<file path="src/rtl/block_ram_reader_pkg.sv">
// Shared parameter set for the block RAM read engine.
package block_ram_reader_pkg;

  // GPU-wide defaults for block RAM geometry.
  localparam int unsigned GpuWordWidth    = 32;
  localparam int unsigned GpuAddressWidth = 10;

  // The read engine never keeps more than this many words outstanding.
  localparam int unsigned FifoDepth = 2;

endpackage

</file>
<file path="src/rtl/block_ram_reader_fifo2.sv">
// Two-entry synchronous FIFO; simultaneous push and pop is allowed when full.
module block_ram_reader_fifo2
  import block_ram_reader_pkg::*;
#(
  parameter int unsigned WIDTH = GpuWordWidth
) (
  input  logic             clock,
  input  logic             reset_n,
  input  logic             push,
  input  logic [WIDTH-1:0] push_data,
  input  logic             pop,
  output logic [1:0]       count,
  output logic [WIDTH-1:0] head
);

  logic [WIDTH-1:0] entry0_q, entry0_d;
  logic [WIDTH-1:0] entry1_q, entry1_d;
  logic [1:0]       count_q, count_d;
  logic             pop_ok;
  logic             push_ok;

  assign pop_ok  = pop && (count_q != 2'd0);
  // A push into a full FIFO is only legal when paired with a pop.
  assign push_ok = push && ((count_q != 2'(FifoDepth)) || pop_ok);

  // Next-state: entry0 is always the head, entry1 the tail when two words are held.
  always_comb begin
    entry0_d = entry0_q;
    entry1_d = entry1_q;
    count_d  = count_q;
    case ({push_ok, pop_ok})
      2'b10: begin
        if (count_q == 2'd0) entry0_d = push_data;
        else                 entry1_d = push_data;
        count_d = count_q + 2'd1;
      end
      2'b01: begin
        entry0_d = entry1_q;
        count_d  = count_q - 2'd1;
      end
      2'b11: begin
        if (count_q == 2'd1) begin
          entry0_d = push_data;
        end else begin
          entry0_d = entry1_q;
          entry1_d = push_data;
        end
      end
      default: ;
    endcase
  end

  // Storage and occupancy registers.
  always_ff @(posedge clock or negedge reset_n) begin
    if (!reset_n) begin
      entry0_q <= '0;
      entry1_q <= '0;
      count_q  <= 2'd0;
    end else begin
      entry0_q <= entry0_d;
      entry1_q <= entry1_d;
      count_q  <= count_d;
    end
  end

  assign count = count_q;
  assign head  = entry0_q;

endmodule

</file>
<file path="src/rtl/block_ram_reader.sv">
// Streams a run of block RAM words onto a valid/ready interface, hiding the
// RAM's one-cycle read latency and keeping at most two words outstanding.
module block_ram_reader
  import block_ram_reader_pkg::*;
#(
  parameter int unsigned WORD_WIDTH    = GpuWordWidth,
  parameter int unsigned ADDRESS_WIDTH = GpuAddressWidth
) (
  input  logic                     clock,
  input  logic                     reset_n,
  input  logic                     start,
  input  logic [ADDRESS_WIDTH-1:0] start_address,
  input  logic [ADDRESS_WIDTH:0]   word_count,
  output logic                     busy,
  output logic                     done,
  output logic [ADDRESS_WIDTH-1:0] ram_read_address,
  output logic                     ram_read,
  input  logic [WORD_WIDTH-1:0]    ram_read_data,
  output logic                     out_valid,
  input  logic                     out_ready,
  output logic [WORD_WIDTH-1:0]    out_data,
  output logic                     out_last
);

  localparam int unsigned CountWidth = ADDRESS_WIDTH + 1;

  typedef enum logic [0:0] {StIdle, StRun} state_e;

  state_e                  state_q, state_d;
  logic [ADDRESS_WIDTH-1:0] addr_q, addr_d;
  logic [CountWidth-1:0]   issue_left_q, issue_left_d;
  logic [CountWidth-1:0]   deliver_left_q, deliver_left_d;
  logic                    inflight_q;
  logic                    done_q, done_d;

  logic [1:0]              fifo_count;
  logic                    pop;
  logic [2:0]              occupancy;

  assign pop = out_valid && out_ready;

  // Words buffered or in flight after this cycle's pop; pop implies fifo_count >= 1.
  assign occupancy = {1'b0, fifo_count} + {2'b0, inflight_q} - {2'b0, pop};

  assign ram_read = (state_q == StRun) && (issue_left_q != '0) &&
                    (occupancy < 3'(FifoDepth));
  assign ram_read_address = addr_q;

  // Next-state for the transfer FSM, address and counters.
  always_comb begin
    state_d        = state_q;
    addr_d         = addr_q;
    issue_left_d   = issue_left_q;
    deliver_left_d = deliver_left_q;
    done_d         = 1'b0;
    unique case (state_q)
      StIdle: begin
        if (start) begin
          if (word_count != '0) begin
            addr_d         = start_address;
            issue_left_d   = word_count;
            deliver_left_d = word_count;
            state_d        = StRun;
          end else begin
            done_d = 1'b1;
          end
        end
      end
      StRun: begin
        if (ram_read) begin
          addr_d       = addr_q + ADDRESS_WIDTH'(1);
          issue_left_d = issue_left_q - CountWidth'(1);
        end
        if (pop) begin
          deliver_left_d = deliver_left_q - CountWidth'(1);
          if (deliver_left_q == CountWidth'(1)) begin
            state_d = StIdle;
            done_d  = 1'b1;
          end
        end
      end
      default: state_d = StIdle;
    endcase
  end

  // State registers; clearing inflight drops any RAM data still returning after reset.
  always_ff @(posedge clock or negedge reset_n) begin
    if (!reset_n) begin
      state_q        <= StIdle;
      addr_q         <= '0;
      issue_left_q   <= '0;
      deliver_left_q <= '0;
      inflight_q     <= 1'b0;
      done_q         <= 1'b0;
    end else begin
      state_q        <= state_d;
      addr_q         <= addr_d;
      issue_left_q   <= issue_left_d;
      deliver_left_q <= deliver_left_d;
      inflight_q     <= ram_read;
      done_q         <= done_d;
    end
  end

  block_ram_reader_fifo2 #(
    .WIDTH (WORD_WIDTH)
  ) u_fifo (
    .clock     (clock),
    .reset_n   (reset_n),
    .push      (inflight_q),
    .push_data (ram_read_data),
    .pop       (pop),
    .count     (fifo_count),
    .head      (out_data)
  );

  assign out_valid = (fifo_count != 2'd0);
  assign out_last  = out_valid && (deliver_left_q == CountWidth'(1));
  assign busy      = (state_q == StRun);
  assign done      = done_q;

endmodule

</file>
<file path="config.mk">
export PLATFORM = sky130hd
export DESIGN_NAME = block_ram_reader
export DESIGN_NICKNAME = d
export VERILOG_FILES = /design/src/rtl/block_ram_reader_pkg.sv /design/src/rtl/block_ram_reader_fifo2.sv /design/src/rtl/block_ram_reader.sv
export SDC_FILE = /design/constraint.sdc
export NUM_CORES = 1
export LEC_CHECK = 0
export ABC_CLOCK_PERIOD_IN_PS = 4070
export CAP_MARGIN = 20
export CORE_MARGIN = 2
export CORE_UTILIZATION = 52
export DETAILED_ROUTE_END_ITERATION = 7
export GPL_TIMING_DRIVEN = 0
export PLACE_DENSITY = 0.86
export SYNTH_ARGS = -nofsm -noshare
export SYNTH_HDL_FRONTEND = slang
export SYNTH_SLANG_ARGS = --single-unit
</file>
<file path="constraint.sdc">
create_clock -name clock -period 4.07 [get_ports clock]
set_input_delay 0.814 -clock clock [delete_from_list [all_inputs] [get_ports clock]]
set_output_delay 0.814 -clock clock [all_outputs]
set_load 0.005 [all_outputs]
</file>
==> flow_summary.json, run 1 <==
{
  "status": "complete, no violations",
  "fp.dieW_um": 103,
  "avgRoutedWirePerCell_um": 17.1,
  "antenna_left": 0,
  "final_cell_mix": "101 x sky130_fd_sc_hd__clkdlybuf4s50_1, 99 x sky130_fd_sc_hd__dfrtp_1, 59 x sky130_fd_sc_hd__nor2_1, 59 x sky130_fd_sc_hd__a21oi_1, 41 x sky130_fd_sc_hd__mux2i_1",
  "path_clk_slew_ps": 120,
  "synth.yosys.warnings": 0,
  "floorplan.die.height_um": 103,
  "layout.nets": 688,
  "power.clock.fraction_pct": 12.5,
  "path_delay_family": "buffers and inverters",
  "cp-start-kind": "input pin",
  "finalSetupViolations": 0,
  "initial_core_util_pct": 53.0,
  "grt_overflow_total": 0,
  "detail_route.first_pass.iterations": 5,
  "avgViaCountPerCell": 5.82,
  "rsz0062_at_grt": "false",
  "postSynth.asyncResetShare_pct": 100,
  "timing.final.crit_period_ps": 3940,
  "final-max-slew-violation-count": 0,
  "cts_max_level": 3,
  "boundaryPins": 104,
  "core.rowCount": 36,
  "placedCellCount": 740,
  "dpl_cell_area_sq_mm": 0.00636,
  "worstPathCellList": "dlygate4sd2_1, nor2b_1, buf_2, clkbuf_4, nor2_1, o21ai_1, fa_2, xnor2_2, nand3_2, nor2_2, clkdlybuf4s50_1",
  "numCtsBuffers": 9,
  "finalWeightedCongestion": 0.908,
  "synth_edf_count": 0,
  "synth_ff_type": "sky130_fd_sc_hd__dfrtp_1",
  "switching_power_mw": 2.01,
  "netlist_cell_types": 53,
  "synthesis_to_layout_area_growth_pct": 28.6,
  "number_of_antenna_violations_at_the_first_check_in_global_routing": 0,
  "grt_pass1_vias": 4333,
  "dp_hpwl_mm": 9.38,
  "totalPowerFinal_mw": 5.06,
  "core_area_sq_mm": 0.00968,
  "worst-path-buf-inv": 4,
  "finish.cell_count_without_fillers": 760,
  "mappedNetlistArea_sq_mm": 0.00514,
  "max-vdd-ir-drop_uv": 360,
  "synth_fp_nets": 569,
  "drv.max_cap_violation_count": 0,
  "gr-usage-all-layers_pct": 24.8,
  "cp-end-kind": "primary output",
  "tritoncts": "done",
  "static-leakage-power_nw": 2.84,
  "worst_ep_required_time_ps": 3260,
  "critical_path.slowest_cell": "sky130_fd_sc_hd__clkdlybuf4s50_1",
  "worstPathMaxFanout": 10,
  "synth_seq_cells": 101,
  "power.sequential.fraction_pct": 36.5,
  "share_of_post_route_cells_with_drive_strength_above_1_pct": 14.4,
  "timing.slew.headroom_pct": 52.6,
  "comb_power_share_pct": 51.0,
  "port-buffer-count": 103,
  "synth.avg_cell_area_sq_um": 10.2,
  "worstHoldPathType": "in -> async",
  "synth_seq_area_share_pct": 49.2,
  "worst_skew_pair_later_pin_latency_ps": 380,
  "drtIter0Drc": 324,
  "number_of_endpoints_with_negative_hold_slack_in_the_final_report": 0,
  "timing.setup.critical_path_class": "in -> out",
  "largest_net_degree_at_the_start_of_global_routing": 67,
  "period_share_pct": 96.7,
  "die_area_sq_mm": 0.0107,
  "root_buffer": "sky130_fd_sc_hd__clkbuf_8",
  "power-per-cell-area_mw_per_mm2": 767,
  "cts.sink_count": 101,
  "critical_path_at_ps": 3120,
  "design_area_sq_mm": 0.00661,
  "cts_max_path_buffers": 2,
  "route.vias.total": 4426,
  "timing.critical_path.slowest_cell_delay_ps": 520,
  "power_report.internal_total_mw": 3.05,
  "total_inserted_antenna_cells": 0,
  "grt_pass1_wl_mm": 20.7,
  "transition_time_of_the_tightest_slew_check_pin_ps": 709,
  "routed_wirelength_mm": 13.0,
  "mostFrequentLayoutCell": "sky130_fd_sc_hd__clkdlybuf4s50_1",
  "switching_share_pct": 39.7,
  "synthCells": 503,
  "clock-skew-final_ps": 16.1,
  "max_clock_freq_mhz": 254,
  "drc": 0
}
-- sequential cells by signal, indices dropped and copies added, names as in the netlist --
signal and cells:
deliver_left_q 11, u_fifo.entry1_q 32, busy 1, inflight_q 1, issue_left_q 11, u_fifo.count 2
u_fifo.head 32, ram_read_address 10, done 1
-- cell families (layout without fill, tap and decap cells) --
logic type,Yosys count,count (layout),share of synthesized area [%]
simple gates,152,152,14.6
fa+ha+maj,9,9,2.34
flops,101,101,49.2
xor+xnor,2,2,0.341
buf+inv,42,166,3.63
mux,74,74,15.2
compound gates,123,123,14.6
-- layout make-up --
cell class                      instances  area (sq um)
Multi-Input combinational cell        360          2440
Buffer                                 30           146
Tap cell                              133           166
Clock buffer                            9           124
Fill cell                             723          3080
Sequential cell                       101          2530
Inverter                               12          45.0
Clock inverter                          7          63.8
Timing Repair Buffer                  108          1080
-- per-layer routing --
metal	vias up	share of wire, %	global-route usage [%]
met4	0	2.5	9.92
met5	-	0	0
met1	2199	42	33.4
li1	2039	-	-
met3	31	5.8	4.44
met2	157	49	39.9
-- power groups by stage --
stage | clock network, mW | logic [mW] | registers [mW]
2_1_floorplan | 0 | 1.53 | 1.80
3_3_place_gp | 0 | 2.35 | 1.83
3_5_place_dp | 0 | 2.46 | 1.86
4_1_cts | 0.635 | 2.53 | 1.85
5_1_grt | 0.674 | 2.82 | 1.91
6_report | 0.633 | 2.58 | 1.85
-- cells in the mapped netlist (all sizes together) (2+ instances only) --
library cell | number | area share [%]
o22ai | 9 | 1.1
nand4 | 6 | 0.73
o31a | 4 | 0.68
o22a | 4 | 0.68
nor2 | 61 | 4.5
and3 | 2 | 0.24
mux2 | 33 | 7.2
ha | 8 | 1.9
a22oi | 2 | 0.29
nor3 | 8 | 0.78
buf | 12 | 1.4
nand2 | 36 | 2.6
nor2b | 3 | 0.37
nand2b | 4 | 0.49
nand3 | 16 | 1.7
inv | 12 | 0.88
o211ai | 4 | 0.58
or4 | 2 | 0.29
o21bai | 4 | 0.58
nor4b | 3 | 1.0
mux2i | 41 | 8.0
o21ai | 25 | 2.7
a31oi | 2 | 0.37
a211oi | 2 | 0.29
dfrtp | 101 | 49
a21oi | 60 | 6.1
nor4 | 6 | 1.1
clkbuf | 18 | 1.3
xnor2 | 2 | 0.34
-- final timing paths --
path | startpoint | endpoint | depth (start not counted) | slack, ps
worst max-delay path | out_ready | ram_read | 11 | 130
worst min register to register | u_fifo.entry1_q[21]$_DFFE_PN0P_ | u_fifo.entry1_q[21]$_DFFE_PN0P_ | 1 | 520
max in group asynchronous | reset_n | u_fifo.entry1_q[3]$_DFFE_PN0P_ | 2 | 2980
min in group clock | u_fifo.entry1_q[21]$_DFFE_PN0P_ | u_fifo.entry1_q[21]$_DFFE_PN0P_ | 1 | 520
worst min-delay path | reset_n | ram_read_address[9]$_DFFE_PN0P_ | 1 | 390
worst max register to register | u_fifo.count[0]$_DFFE_PN0P_ | ram_read_address[2]$_DFFE_PN0P_ | 15 | 940
-- metrics by stage --
step | hold slack (ps) | setup TNS (ps) | utilization [%] | worst slack, ps
2_1_floorplan | 471 | 0 | - | 853
6_report | 395 | 0 | 68.2 | 135
4_1_cts | 411 | 0 | 68.0 | 92.4
5_1_grt | 434 | 0 | 68.2 | 16.5
3_5_place_dp | 492 | -685 | 65.7 | -685
3_3_place_gp | 486 | -157020 | 65.4 | -1550
-- timing repair --
item,CTS,global route
pin swaps,3,0
setup endpoints to repair,1,1
gates resized for setup,10,3
hold buffers,0,0
buffers inserted,2,2
Note: power is estimated with default switching activity, not from simulation.
==> run 2: changes to the inputs <==
ABC_AREA = 1   (was default)
ABC_CLOCK_PERIOD_IN_PS = default   (was 4070)
CORE_UTILIZATION = 43   (was 52)
PLACE_DENSITY = 0.73   (was 0.86)
==> flow_summary.json, run 2 <==
{
  "worstPathMaxFanout": 19,
  "finalSetupViolations": 0,
  "worst_skew_pair_later_pin_latency_ps": 360,
  "grt_pass1_vias": 4870,
  "max-vdd-ir-drop_uv": 357,
  "layout.core_utilization_pct": 57.5,
  "final.hold.worst_slack_ps": 393,
  "synth_ff_type": "sky130_fd_sc_hd__dfrtp_1",
  "path_clk_slew_ps": 70,
  "boundaryPins": 104,
  "mappedNetlistArea_sq_mm": 0.00540,
  "initial_core_util_pct": 44.6,
  "status": "complete, no violations",
  "path_delay_family": "buffers and inverters",
  "floorplan.die.height_um": 116,
  "synth_fp_nets": 786,
  "antenna_left": 0,
  "period_share_pct": 88.6,
  "synth_edf_count": 0,
  "cp-end-kind": "primary output",
  "cp-start-kind": "input pin",
  "gr-usage-all-layers_pct": 21.8,
  "final_cell_mix": "254 x sky130_fd_sc_hd__nand2_1, 101 x sky130_fd_sc_hd__dfrtp_1, 101 x sky130_fd_sc_hd__clkdlybuf4s50_1, 69 x sky130_fd_sc_hd__inv_1, 67 x sky130_fd_sc_hd__nor2_1",
  "avgViaCountPerCell": 4.97,
  "synthesis_to_layout_area_growth_pct": 29.0,
  "core.rowCount": 40,
  "drc": 0,
  "static-leakage-power_nw": 3.34,
  "drv.max_cap_violation_count": 0,
  "root_buffer": "sky130_fd_sc_hd__clkbuf_16",
  "numCtsBuffers": 9,
  "avgRoutedWirePerCell_um": 13.6,
  "synth.avg_cell_area_sq_um": 7.50,
  "worstPathCellList": "clkdlybuf4s50_1, nand2_4, inv_6, nor2_1, o21ai_1, fa_1, nand2_1, inv_1, nand2_1, nor2_2, o21ai_2, inv_1, dlymetal6s2s_1",
  "core_area_sq_mm": 0.0121,
  "dp_slack_ps": -386,
  "fp.dieW_um": 116,
  "netlist.area_leader.share_pct": 46.8,
  "share_of_post_route_cells_with_drive_strength_above_1_pct": 7.14,
  "mostFrequentLayoutCell": "sky130_fd_sc_hd__nand2_1",
  "worst-path-buf-inv": 5,
  "dp_hpwl_mm": 9.82,
  "timing.setup.critical_path_class": "in -> out",
  "dpl_cell_area_sq_mm": 0.00667,
  "tritoncts": "done",
  "design_area_sq_mm": 0.00697,
  "routed_wirelength_mm": 13.7,
  "critical_path_at_ps": 2790,
  "number_of_antenna_violations_at_the_first_check_in_global_routing": 0,
  "grt_overflow_total": 0,
  "synth_most_common_cell": "sky130_fd_sc_hd__nand2_1",
  "ctsHoldBuffers": 0,
  "post_synth_main_area_contributors": "sky130_fd_sc_hd__dfrtp_1 47%, sky130_fd_sc_hd__nand2_1 18%, sky130_fd_sc_hd__nand3_1 5.6%, sky130_fd_sc_hd__inv_1 4.9%, sky130_fd_sc_hd__nor2_1 4.8%",
  "total_inserted_antenna_cells": 0,
  "cts_max_level": 3,
  "number_of_endpoints_with_negative_hold_slack_in_the_final_report": 0,
  "detail_route.first_pass.iterations": 5,
  "synth_seq_area_share_pct": 46.8,
  "fillCellCount": 1148,
  "grt_pass1_wl_mm": 23.3,
  "postSynth.asyncResetShare_pct": 100,
  "timing.final.crit_period_ps": 3610,
  "finalWeightedCongestion": 0.867,
  "layout.nets": 901,
  "worstHoldPathType": "in -> async",
  "synth_top_cells_by_count": "254 x sky130_fd_sc_hd__nand2_1, 101 x sky130_fd_sc_hd__dfrtp_1, 70 x sky130_fd_sc_hd__inv_1, 69 x sky130_fd_sc_hd__nor2_1, 60 x sky130_fd_sc_hd__nand3_1",
  "timing.critical_path.slowest_cell_delay_ps": 510,
  "critical_path.slowest_cell": "sky130_fd_sc_hd__clkdlybuf4s50_1",
  "rsz0062_at_grt": "false",
  "cts_max_path_buffers": 2,
  "synth.yosys.warnings": 0,
  "timing.final.ws_setup_ps": 462,
  "cell_taking_the_most_area_after_synthesis": "sky130_fd_sc_hd__dfrtp_1",
  "netlist_cell_types": 34,
  "clock-skew-final_ps": 8.73,
  "timing.slew.headroom_pct": 65.7,
  "cts.sink_count": 101,
  "route.vias.total": 5012,
  "port-buffer-count": 103,
  "worst_ep_required_time_ps": 3260,
  "transition_time_of_the_tightest_slew_check_pin_ps": 514,
  "synthCells": 720,
  "die_area_sq_mm": 0.0135,
  "synth_seq_cells": 101,
  "max_clock_freq_mhz": 277,
  "drtIter0Drc": 292,
  "largest_net_degree_at_the_start_of_global_routing": 71,
  "final-max-slew-violation-count": 0,
  "fin_setup_tns_ps": 0,
  "power-per-cell-area_mw_per_mm2": 809
}
run 2: cell types whose count changed after synthesis, sizes merged, moves of 11 or more:
cell	delta
nand2	+221
mux2	-33
inv	+61
o21ai	+34
clkbuf	-11
nand3	+44
buf	+13
mux2i	-40
a31oi	+30
a21oi	-56
run 2: what timing repair did:
item | CTS | global route
resized for setup | 1 | 5
pin swaps | 1 | 0
setup buffers | 1 | 0
setup endpoints to repair | 1 | 1
run 2: kinds of logic (layout without fill, tap and decap cells):
group                    count (synthesis)  in the layout  synth area share (%)
adder cells (fa/ha/maj)                  9              9                  2.22
AND/OR/NAND/NOR                        398            398                  29.9
XOR/XNOR                                 5              5                 0.811
buffers and inverters                  105            225                  9.10
AO/OA/AOI/OAI                          101            101                  11.0
flip-flops                             101            101                  46.8
multiplexers                             1              1                 0.185
run 2: power breakdown:
group / leakage, nW / internal [mW] / switching, mW / total, mW
Combinational: 1.99 / 1.29 / 1.66 / 2.95
Clock: 0.134 / 0.440 / 0.404 / 0.844
Sequential: 1.22 / 1.50 / 0.338 / 1.84
Total: 3.34 / 3.23 / 2.40 / 5.64
run 2: final cells by class:
class,count,area (sq um),area share (%)
sequential,101,2530,36.3
multi-input combinational,514,2390,34.3
timing repair buffer,105,1070,15.3
inverter,73,279,4.00
clock buffer,11,243,3.48
buffer,31,211,3.03
tap,168,210,3.02
clock inverter,5,43.8,0.628
run 2: worst paths after layout:
check	slack, ps	endpoint	depth (start not counted)	startpoint
worst min-delay path	390	issue_left_q[1]$_DFFE_PN0P_	1	reset_n
min in group clock	510	issue_left_q[1]$_DFFE_PN0P_	2	issue_left_q[1]$_DFFE_PN0P_
max in group asynchronous	2970	u_fifo.entry1_q[1]$_DFFE_PN0P_	2	reset_n
worst max register to register	1200	issue_left_q[8]$_DFFE_PN0P_	17	u_fifo.count[0]$_DFFE_PN0P_
worst min register to register	510	issue_left_q[1]$_DFFE_PN0P_	2	issue_left_q[1]$_DFFE_PN0P_
worst max-delay path	460	ram_read	13	out_ready
run 2: metal layers:
layer / part of all wire (%) / up-vias / GRT usage (%) / wire, um
met3: 4.5 / 16 / 3.50 / 618
met5: 0 / - / 0 / 0
li1: - / 2521 / - / -
met2: 47 / 117 / 35.4 / 6460
met4: 1.6 / 0 / 7.86 / 218
met1: 47 / 2358 / 29.8 / 6450
run 2: metrics by stage:
stage               total power [mW]  std cells
floorplan                       3.70        720
global placement                4.73        991
detailed placement              4.80        992
CTS                             5.67       1008
global route                    6.18       1008
finish                          5.64       1008
==> run 3: changes to the inputs <==
CORE_UTILIZATION = 52   (was 43)
PLACE_DENSITY = 0.85   (was 0.73)
==> flow_summary.json, run 3 (synthesis results as in run 2) <==
{
  "worstPathMaxFanout": 19,
  "worstPathCellList": "inv_2, ha_1, inv_2, nand2_4, inv_6, nor2_1, o21ai_0, fa_1, nand2_1, inv_1, nand2_1, nor2_1, o21ai_2, inv_1, dlymetal6s2s_1",
  "avgViaCountPerCell": 5.30,
  "cp-end-kind": "primary output",
  "fp.dieW_um": 106,
  "grt_pass1_wl_mm": 23.2,
  "cts_max_level": 3,
  "antenna_left": 0,
  "critical_path_at_ps": 2750,
  "cts_max_path_buffers": 2,
  "drc": 0,
  "avgRoutedWirePerCell_um": 13.8,
  "timing.setup.critical_path_class": "reg -> out",
  "boundaryPins": 104,
  "power-per-cell-area_mw_per_mm2": 795,
  "share_of_post_route_cells_with_drive_strength_above_1_pct": 7.49,
  "die_area_sq_mm": 0.0112,
  "max_clock_freq_mhz": 280,
  "dpl_cell_area_sq_mm": 0.00663,
  "critical_path.slowest_cell": "sky130_fd_sc_hd__fa_1",
  "detail_route.first_pass.iterations": 5,
  "design_area_sq_mm": 0.00684,
  "mostFrequentLayoutCell": "sky130_fd_sc_hd__nand2_1",
  "number_of_antenna_violations_at_the_first_check_in_global_routing": 0,
  "finalWeightedCongestion": 0.936,
  "timing.critical_path.slowest_cell_delay_ps": 510,
  "layout.nets": 902,
  "worst_skew_pair_later_pin_latency_ps": 380,
  "static-leakage-power_nw": 3.31,
  "status": "complete, no violations",
  "grt_pass1_vias": 5137,
  "gr-usage-all-layers_pct": 25.4,
  "worst_ep_required_time_ps": 3260,
  "numCtsBuffers": 9,
  "floorplan.die.height_um": 106,
  "transition_time_of_the_tightest_slew_check_pin_ps": 646,
  "core.rowCount": 37,
  "timing.slew.headroom_pct": 56.9,
  "tritoncts": "done",
  "final_cell_mix": "254 x sky130_fd_sc_hd__nand2_1, 100 x sky130_fd_sc_hd__dfrtp_1, 100 x sky130_fd_sc_hd__clkdlybuf4s50_1, 68 x sky130_fd_sc_hd__inv_1, 68 x sky130_fd_sc_hd__nor2_1",
  "timing.final.crit_period_ps": 3570,
  "max-vdd-ir-drop_uv": 394,
  "synthesis_to_layout_area_growth_pct": 26.6,
  "drtIter0Drc": 321,
  "routed_wirelength_mm": 13.5,
  "dp_hpwl_mm": 9.93,
  "ctsHoldBuffers": 0,
  "drv.max_cap_violation_count": 0,
  "period_share_pct": 87.6,
  "worstHoldPathType": "in -> async",
  "cp-start-kind": "flop",
  "number_of_endpoints_with_negative_hold_slack_in_the_final_report": 0,
  "fin_setup_tns_ps": 0,
  "cts.sink_count": 101,
  "total_inserted_antenna_cells": 0,
  "path_clk_slew_ps": 100,
  "core_area_sq_mm": 0.0102,
  "route.vias.total": 5180,
  "finalSetupViolations": 0,
  "initial_core_util_pct": 53.0,
  "layout.core_utilization_pct": 67.1,
  "clock-skew-final_ps": 15.3,
  "port-buffer-count": 103,
  "root_buffer": "sky130_fd_sc_hd__clkbuf_8",
  "final-max-slew-violation-count": 0,
  "rsz0062_at_grt": "false",
  "largest_net_degree_at_the_start_of_global_routing": 54,
  "grt_overflow_total": 0
}
run 3: cell types whose count changed in the layout (fill, tap and decap cells not counted), sizes merged:
cell	before	now
buf	28	29
clkbuf	17	16
clkdlybuf4s50	101	100
clkinv	1	3
clkinvlp	2	0
dlygate4sd2	0	1
inv	75	76
run 3: worst max-delay path, delay by kind of cell, from the launching register on:
family	cells	cell delay, ps
buffers and inverters	6	560
AOI/OAI and AO/OA	2	230
adders and majority gates	2	700
and+or+nand+nor	5	440
DFF	1	450
run 3: path summary, 6_finish.rpt:
path,start,end,slack (ps),cells past startpoint
worst max-delay path,u_fifo.count[1]$_DFFE_PN0P_,ram_read,500,15
worst min-delay path,reset_n,issue_left_q[0]$_DFFE_PN0P_,440,1
worst max register to register,u_fifo.count[1]$_DFFE_PN0P_,issue_left_q[8]$_DFFE_PN0P_,1180,17
worst min register to register,issue_left_q[0]$_DFFE_PN0P_,issue_left_q[0]$_DFFE_PN0P_,520,2
max in group asynchronous,reset_n,u_fifo.head[10]$_DFFE_PN0P_,2950,2
min in group clock,issue_left_q[0]$_DFFE_PN0P_,issue_left_q[0]$_DFFE_PN0P_,520,2
run 3: where the power goes:
group          switching (mW)  internal (mW)
combinational            1.66           1.30
sequential              0.347           1.50
clock                   0.378          0.251
total                    2.39           3.05
run 3: stage by stage:
stage / instances / hold slack, ps / setup slack [ps] / total power, mW
after floorplan: 720 / 464 / 979 / 3.70
after global placement: 959 / 483 / -1530 / 4.65
after detailed placement: 960 / 494 / -430 / 4.79
after CTS: 976 / 468 / 63.2 / 5.43
after global routing: 977 / 481 / 340 / 5.94
final: 977 / 438 / 504 / 5.43
run 3: area by class of cell:
class / count / area (sq um)
Buffer: 31 / 211
Timing Repair Buffer: 106 / 1070
Multi-Input combinational cell: 514 / 2380
Inverter: 73 / 279
Clock inverter: 6 / 53.8
Sequential cell: 101 / 2530
Clock buffer: 10 / 138
Fill cell: 807 / 3350
Tap cell: 136 / 170
run 3: metal layers:
| layer | wire, um | up-vias | track usage (%) |
|---|---|---|---|
| met5 | 0 | - | 0 |
| met4 | 243 | 0 | 8.27 |
| met3 | 831 | 24 | 5.95 |
| met2 | 6620 | 181 | 42.2 |
| met1 | 5810 | 2451 | 33.1 |
| li1 | - | 2524 | - |
run 3: what timing repair did:
item                       4_1_cts  5_1_grt
setup endpoints to repair        1        1
buffers inserted                 1        1
resized for setup                3        4
pin swaps                        1        0
